===== src/rtl/seq_det_pkg.sv =====
// Shared types and elaboration-time helpers for the shared serial pattern detector.
// The fallback table gives the detector progress after a mismatching bit.
package seq_det_pkg;

   typedef enum logic [1:0] {
      IDLE   = 2'd0,
      SHIFT  = 2'd1,
      REPORT = 2'd2
   } sched_state_t;

   localparam int MAX_PAT = 32;

   typedef logic [5:0]                fb_t;
   typedef fb_t [2*MAX_PAT-1:0]       fb_tab_t;

   function automatic int clog2_safe(input int v);
      return (v <= 2) ? 1 : $clog2(v);
   endfunction

   // Entry 2*m+b: longest proper prefix of the pattern that ends the bits seen
   // so far, after m matched bits are followed by the mismatching bit b.
   function automatic fb_tab_t build_fallback(input logic [MAX_PAT-1:0] pat, input int len);
      fb_tab_t           tab;
      logic [MAX_PAT:0]  s;
      int                best;
      bit                ok;
      tab = '0;
      for (int m = 0; m < len; m++) begin
         for (int b = 0; b < 2; b++) begin
            s = '0;
            for (int j = 0; j < m; j++) begin
               s[j] = pat[len-1-j];
            end
            s[m] = b[0];
            best = 0;
            for (int k = 1; k <= m; k++) begin
               ok = 1'b1;
               for (int i = 0; i < k; i++) begin
                  if (pat[len-1-i] != s[m+1-k+i]) begin
                     ok = 1'b0;
                  end else begin
                     ok = ok;
                  end
               end
               if (ok) begin
                  best = k;
               end else begin
                  best = best;
               end
            end
            tab[2*m+b] = fb_t'(best);
         end
      end
      return tab;
   endfunction

endpackage


===== src/rtl/seq_det_scheduler_if.sv =====
// Requester and result channels of the shared detector scheduler.
interface seq_det_scheduler_if #(
   parameter int NUM_REQ = 4,
   parameter int DATA_W  = 8,
   parameter int ID_W    = 2,
   parameter int CNT_W   = 2
);
   logic [NUM_REQ-1:0]        req_valid;
   logic [NUM_REQ*DATA_W-1:0] req_data;
   logic [NUM_REQ-1:0]        req_ready;
   logic                      res_valid;
   logic                      res_ready;
   logic [ID_W-1:0]           res_id;
   logic [CNT_W-1:0]          res_count;

   modport master (
      output req_valid, req_data, res_ready,
      input  req_ready, res_valid, res_id, res_count
   );

   modport slave (
      input  req_valid, req_data, res_ready,
      output req_ready, res_valid, res_id, res_count
   );
endinterface


===== src/rtl/pattern_det_serial.sv =====
// Bit-serial non-overlapping Mealy detector; hit is a combinational pulse on
// the bit that completes the pattern, after which progress restarts from zero.
module pattern_det_serial
   import seq_det_pkg::*;
#(
   parameter int                 PAT_LEN = 4,
   parameter logic [PAT_LEN-1:0] PATTERN = 4'b1010
) (
   input  logic clk,
   input  logic rst_n,
   input  logic clr,
   input  logic en,
   input  logic bit_in,
   output logic hit
);
   localparam int             M_W    = clog2_safe(PAT_LEN);
   localparam logic [M_W-1:0] LAST_M = M_W'(PAT_LEN - 1);
   localparam fb_tab_t        FB_TAB = build_fallback(MAX_PAT'(PATTERN), PAT_LEN);

   logic [M_W-1:0] m_q, m_d;
   logic           exp_bit;
   logic [M_W:0]   fb_idx;

   // Progress update and match pulse for the bit presented this cycle
   always_comb begin
      hit     = 1'b0;
      m_d     = m_q;
      exp_bit = PATTERN[LAST_M - m_q];
      fb_idx  = {m_q, bit_in};
      if (en) begin
         if (bit_in == exp_bit) begin
            if (m_q == LAST_M) begin
               hit = 1'b1;
               m_d = '0;
            end else begin
               m_d = m_q + M_W'(1);
            end
         end else begin
            m_d = M_W'(FB_TAB[fb_idx]);
         end
      end else begin
         m_d = m_q;
      end
   end

   // Progress register
   always_ff @(posedge clk) begin
      if (!rst_n) begin
         m_q <= '0;
      end else if (clr) begin
         m_q <= '0;
      end else begin
         m_q <= m_d;
      end
   end

endmodule


===== src/rtl/seq_det_scheduler.sv =====
// Round-robin scheduler sharing one serial pattern detector between word-parallel
// requesters; each granted word is shifted MSB-first and its match count returned.
module seq_det_scheduler
   import seq_det_pkg::*;
#(
   parameter int                 NUM_REQ = 4,
   parameter int                 DATA_W  = 8,
   parameter int                 PAT_LEN = 4,
   parameter logic [PAT_LEN-1:0] PATTERN = 4'b1010
) (
   input  logic               clk,
   input  logic               rst_n,
   seq_det_scheduler_if.slave bus,
   output logic               busy,
   output logic               det_hit
);
   localparam int              ID_W     = clog2_safe(NUM_REQ);
   localparam int              CNT_W    = clog2_safe(DATA_W / PAT_LEN + 1);
   localparam int              BC_W     = clog2_safe(DATA_W);
   localparam logic [BC_W-1:0] LAST_BIT = BC_W'(DATA_W - 1);
   localparam logic [ID_W-1:0] RR_RESET = ID_W'(NUM_REQ - 1);

   sched_state_t       state_q, state_d;
   logic [ID_W-1:0]    rr_ptr_q, rr_ptr_d;
   logic [DATA_W-1:0]  shreg_q, shreg_d;
   logic [BC_W-1:0]    bit_cnt_q, bit_cnt_d;
   logic [CNT_W-1:0]   cnt_q, cnt_d;
   logic [ID_W-1:0]    id_q, id_d;

   logic               grant_found;
   logic [ID_W-1:0]    grant_idx;
   logic [NUM_REQ-1:0] ready_vec;
   logic               det_en;
   logic               det_clr;

   // Round-robin search starting just after the last served requester
   always_comb begin
      grant_found = 1'b0;
      grant_idx   = '0;
      for (int k = 1; k <= NUM_REQ; k++) begin
         if (!grant_found && bus.req_valid[(int'(rr_ptr_q) + k) % NUM_REQ]) begin
            grant_found = 1'b1;
            grant_idx   = ID_W'((int'(rr_ptr_q) + k) % NUM_REQ);
         end else begin
            grant_found = grant_found;
         end
      end
   end

   assign det_en  = (state_q == SHIFT);
   assign det_clr = (state_q == IDLE) && grant_found;

   pattern_det_serial #(
      .PAT_LEN (PAT_LEN),
      .PATTERN (PATTERN)
   ) u_det (
      .clk    (clk),
      .rst_n  (rst_n),
      .clr    (det_clr),
      .en     (det_en),
      .bit_in (shreg_q[DATA_W-1]),
      .hit    (det_hit)
   );

   // Scheduler next-state: accept in IDLE, shift DATA_W bits, hold result until taken
   always_comb begin
      state_d   = state_q;
      rr_ptr_d  = rr_ptr_q;
      shreg_d   = shreg_q;
      bit_cnt_d = bit_cnt_q;
      cnt_d     = cnt_q;
      id_d      = id_q;
      ready_vec = '0;
      case (state_q)
         IDLE: begin
            if (grant_found) begin
               ready_vec[grant_idx] = 1'b1;
               shreg_d   = bus.req_data[int'(grant_idx)*DATA_W +: DATA_W];
               id_d      = grant_idx;
               cnt_d     = '0;
               bit_cnt_d = '0;
               state_d   = SHIFT;
            end else begin
               state_d = IDLE;
            end
         end
         SHIFT: begin
            shreg_d   = {shreg_q[DATA_W-2:0], 1'b0};
            bit_cnt_d = bit_cnt_q + BC_W'(1);
            if (det_hit) begin
               cnt_d = cnt_q + CNT_W'(1);
            end else begin
               cnt_d = cnt_q;
            end
            if (bit_cnt_q == LAST_BIT) begin
               state_d = REPORT;
            end else begin
               state_d = SHIFT;
            end
         end
         REPORT: begin
            if (bus.res_ready) begin
               state_d  = IDLE;
               rr_ptr_d = id_q;
            end else begin
               state_d = REPORT;
            end
         end
         default: begin
            state_d = IDLE;
         end
      endcase
   end

   // Scheduler state registers
   always_ff @(posedge clk) begin
      if (!rst_n) begin
         state_q   <= IDLE;
         rr_ptr_q  <= RR_RESET;
         shreg_q   <= '0;
         bit_cnt_q <= '0;
         cnt_q     <= '0;
         id_q      <= '0;
      end else begin
         state_q   <= state_d;
         rr_ptr_q  <= rr_ptr_d;
         shreg_q   <= shreg_d;
         bit_cnt_q <= bit_cnt_d;
         cnt_q     <= cnt_d;
         id_q      <= id_d;
      end
   end

   assign bus.req_ready = ready_vec;
   assign bus.res_valid = (state_q == REPORT);
   assign bus.res_id    = id_q;
   assign bus.res_count = cnt_q;
   assign busy          = (state_q != IDLE);

endmodule


===== src/flat_wrapper.sv =====
// flat-port wrapper written by rule: the top's interface ports become plain ports
module seq_det_scheduler_flat import seq_det_pkg::*;
#(
   parameter int                 NUM_REQ = 4,
   parameter int                 DATA_W  = 8,
   parameter int                 PAT_LEN = 4,
   parameter logic [PAT_LEN-1:0] PATTERN = 4'b1010
)
  (clk, rst_n, busy, det_hit, bus_req_valid, bus_req_data, bus_res_ready, bus_req_ready, bus_res_valid, bus_res_id, bus_res_count);
  seq_det_scheduler_if #(.NUM_REQ(NUM_REQ), .DATA_W(DATA_W), .ID_W((2)), .CNT_W((2))) bus_i ();
  input  logic clk;
  input  logic rst_n;
  output logic busy;
  output logic det_hit;
  input wire logic [$bits(bus_i.req_valid)-1:0] bus_req_valid;
  input wire logic [$bits(bus_i.req_data)-1:0] bus_req_data;
  input wire logic [$bits(bus_i.res_ready)-1:0] bus_res_ready;
  output wire logic [$bits(bus_i.req_ready)-1:0] bus_req_ready;
  output wire logic [$bits(bus_i.res_valid)-1:0] bus_res_valid;
  output wire logic [$bits(bus_i.res_id)-1:0] bus_res_id;
  output wire logic [$bits(bus_i.res_count)-1:0] bus_res_count;
  assign bus_i.req_valid = bus_req_valid;
  assign bus_i.req_data = bus_req_data;
  assign bus_i.res_ready = bus_res_ready;
  assign bus_req_ready = bus_i.req_ready;
  assign bus_res_valid = bus_i.res_valid;
  assign bus_res_id = bus_i.res_id;
  assign bus_res_count = bus_i.res_count;
  seq_det_scheduler #(.NUM_REQ(NUM_REQ), .DATA_W(DATA_W), .PAT_LEN(PAT_LEN), .PATTERN(PATTERN)) u_core (.clk(clk), .rst_n(rst_n), .bus(bus_i), .busy(busy), .det_hit(det_hit));
endmodule

===== config.mk =====
export PLATFORM = sky130hd
export DESIGN_NAME = seq_det_scheduler_flat
export DESIGN_NICKNAME = d
export VERILOG_FILES = /design/src/rtl/seq_det_pkg.sv /design/src/rtl/seq_det_scheduler_if.sv /design/src/rtl/pattern_det_serial.sv /design/src/rtl/seq_det_scheduler.sv /design/src/flat_wrapper.sv
export SDC_FILE = /design/constraint.sdc
export NUM_CORES = 1
export LEC_CHECK = 0
export CORE_ASPECT_RATIO = 1.2
export CORE_MARGIN = 5
export CORE_UTILIZATION = 30
export CTS_BUF_LIST = sky130_fd_sc_hd__clkbuf_8
export CTS_CLUSTER_DIAMETER = 30
export DETAILED_ROUTE_END_ITERATION = 10
export MAX_ROUTING_LAYER = met4
export SYNTH_ARGS = -nofsm -noshare
export SYNTH_HDL_FRONTEND = slang
export SYNTH_SLANG_ARGS = --single-unit
export TNS_END_PERCENT = 5

===== constraint.sdc =====
create_clock -name clk -period 4.9 [get_ports clk]
set_clock_uncertainty 0.2 [all_clocks]
set_input_delay 0.98 -clock clk [delete_from_list [all_inputs] [get_ports clk]]
set_output_delay 0.98 -clock clk [all_outputs]
set_load 0.01 [all_outputs]

==> results.sh <==
export IMPL_status="complete, no violations"
export IMPL_synth_area_um2=1400
export IMPL_timing_final_crit_share=0.844
export IMPL_grt_pass1_vias=1240
export IMPL_postRouteAntennaNets=0
export IMPL_grt_max_degree=16
export IMPL_grt_remaining_overflow=0
export IMPL_wirelength_mm=3.46
export IMPL_min_period_ps=4140
export IMPL_post_drt_via_cell_ratio=4.97
export IMPL_clkSinkCount=21
export IMPL_drive_gt1_frac=0.0539
export IMPL_ys_flop_type="dfxtp_1"
export IMPL_end_kind="output port"
export IMPL_hold_path_class="reg -> reg"
export IMPL_io_pins=50
export IMPL_drt_iter0_markers=36
export IMPL_cp_required_ps=3720
export IMPL_drv_slew=0
export IMPL_wl_per_cell_um=13.2
export IMPL_post_route_util=0.433
export IMPL_worstMarginPinSlew_ps=850
export IMPL_syn_area_per_cell_um2=8.92
export IMPL_async_flop_share=0
export IMPL_yosysTopAreaCell="dfxtp_1"
export IMPL_gp_congestion=0.708
export IMPL_p_per_area_nw_per_um2=209
export IMPL_vias=1302
export IMPL_cts_tree="yes"
export IMPL_dr_pass1_iters=4
export IMPL_cts_root_buf="clkbuf_8"
export IMPL_cts_buffers=3
export IMPL_total_power_w=0.000413
export IMPL_grt_usage=0.116
export IMPL_place_ws_ps=769
export IMPL_area_growth_pct=41.0
export IMPL_die_area_um2=6140
export IMPL_rsz0062_at_grt="no"
export IMPL_slowest_delay_ps=540
export IMPL_relSlewSlack=0.432
export IMPL_ys_warn_count=0
export IMPL_die_h_um=84.8
export IMPL_finalSetupTns_ps=0
export IMPL_htreeDepth=1
export IMPL_crit_arrival_ps=2960
export IMPL_fin_ws_ps=762
export IMPL_seq_area_frac_synth=0.300
export IMPL_postLayoutCellArea_um2=1970
export IMPL_path_clk_slew_ps=70
export IMPL_drv_cap=0
export IMPL_path_class="in -> out"
export IMPL_critPathLaunchType="input pin"
export IMPL_cp_cell_sequence="clkdlybuf4s50_1, o21a_1, a211oi_4, buf_4, nand2_1, nor2b_1, clkdlybuf4s50_1"
export IMPL_synth_top_cell_area_share=0.300
export IMPL_reg2reg_slack_ps=2650
export IMPL_antenna_cells=0
export IMPL_core_rowCount=27
export IMPL_die_x_um=72.4
export IMPL_whs_endpoint="u_core.bus.res_id[1]"
export IMPL_coreArea_um2=4560
export IMPL_ff2ff_path_depth=4
export IMPL_leakage_nw=0.767
export IMPL_setup_viol=0
export IMPL_max_vdd_ir_drop_mv=0.0760
export IMPL_placedInstanceArea_um2=1930
export IMPL_crit_top_cell="clkdlybuf4s50_1"
export IMPL_critPathMaxFanout=9
export IMPL_reg2reg_from="u_core.state_q[0]"
export IMPL_drc_errors=0
export IMPL_rr_endpoint="u_core.shreg_q[7]"
export IMPL_fmax_mhz=242
export IMPL_ys_ff_latch=21
export IMPL_cts_resized=0
export IMPL_final_net_count=250
export IMPL_numPortBuffers=49
export IMPL_synth_cell_types=33
export IMPL_hold_path_depth=2
export IMPL_initial_core_util=0.307
export IMPL_hpwl_mm=2.77
export IMPL_grt_pass1_wl_mm=5.67
export IMPL_syn_instance_count=157
export IMPL_clk_latency_ps=260
export IMPL_min_from="u_core.bus.res_id[1]"
export IMPL_crit_slowest_cell="clkdlybuf4s50_1"
export IMPL_cts_buffer_depth=2
export IMPL_post_cts_buffers=0
export IMPL_cts_hold_buf=0
export IMPL_antenna_found_initial=0
export IMPL_synth_area_top_cells="dfxtp_1 30%, mux2i_1 16%, nand2b_1 6.3%"
export IMPL_syn_num_nets=202
export IMPL_finalHoldViolations=0
export IMPL_synth_edff_count=0
[area by class of cell]
cell class / instances / area, um^2
repair buffers: 52 / 513
well taps: 58 / 72.6
flip-flops and latches: 21 / 420
clock buffers: 3 / 41.3
fillers: 490 / 2590
clock inverters: 1 / 3.75
inverters: 6 / 22.5
multi-input cells: 121 / 901
[through the flow]
step / hold WS (ps) / std cells
6_report: 286 / 262
5_1_grt: 319 / 262
4_1_cts: 290 / 262
3_5_place_dp: 273 / 258
3_3_place_gp: 269 / 258
2_1_floorplan: 254 / 157
[Yosys cell counts (2+ instances only)]
| master | n |
|---|---|
| nor2b_1 | 3 |
| inv_1 | 6 |
| nor2_1 | 17 |
| a22o_1 | 7 |
| nand2b_1 | 14 |
| nand2_1 | 9 |
| nor3_1 | 3 |
| ha_1 | 6 |
| mux2i_1 | 23 |
| a32o_1 | 7 |
| dfxtp_1 | 21 |
| buf_2 | 2 |
| a22oi_1 | 3 |
| or3_1 | 2 |
| a211oi_1 | 2 |
| o21ai_1 | 2 |
| clkbuf_1 | 4 |
| nand3_1 | 8 |
| a21oi_1 | 4 |
[worst max-delay path, delay by kind of cell]
kind / cells / cell delay [ps]
compound gates: 2 / 500
buf+inv: 3 / 1260
simple gates: 2 / 220
[flip-flops by register name, summed over array words and instances (netlist names)]
signal                flops
u_core.bit_cnt_q          3
u_core.bus.res_count      2
u_core.bus.res_id         2
u_core.rr_ptr_q           2
u_core.shreg_q            8
u_core.state_q            2
u_core.u_det.m_q          2
[cells in the final DEF (no fill, tap or decap), types with 4 or more instances in the layout]
cell type	n
dfxtp_1	21
nand2b_1	14
inv_1	7
nand2_1	9
mux2i_1	23
nor2_1	17
nand3_1	8
a21oi_1	4
clkdlybuf4s50_1	49
ha_1	6
a32o_1	7
a22o_1	7
[where the power goes]
| part | switching [W] | internal (W) |
|---|---|---|
| registers | 0.00000867 | 0.000182 |
| clock network | 0.0000566 | 0.0000558 |
| logic | 0.0000444 | 0.0000661 |
[kinds of logic after synthesis]
family | share of synthesized area
flip-flops | 0.300
AND/OR/NAND/NOR | 0.232
AO/OA/AOI/OAI | 0.180
buffers and inverters | 0.0617
multiplexers | 0.172
adder cells (fa/ha/maj) | 0.0536
[how the worst max path moves through the flow]
| stage | start | to |
|---|---|---|
| floorplan | bus_req_valid[0] | bus_req_ready[3] |
| global placement | bus_req_valid[1] | bus_req_ready[3] |
| detailed placement | bus_req_valid[1] | bus_req_ready[3] |
| CTS | bus_req_valid[1] | bus_req_ready[3] |
| global route | bus_req_valid[1] | bus_req_ready[3] |
| finish | bus_req_valid[1] | bus_req_ready[3] |
[per-layer routing]
metal | vias up | wire length [um] | global-route usage
met5 | - | 0 | -
met4 | 0 | 23 | 0.0256
met3 | 4 | 219 | 0.0225
met2 | 40 | 1770 | 0.197
met1 | 598 | 1440 | 0.140
li1 | 660 | - | -
No activity file was read; power rests on OpenSTA's default activity.
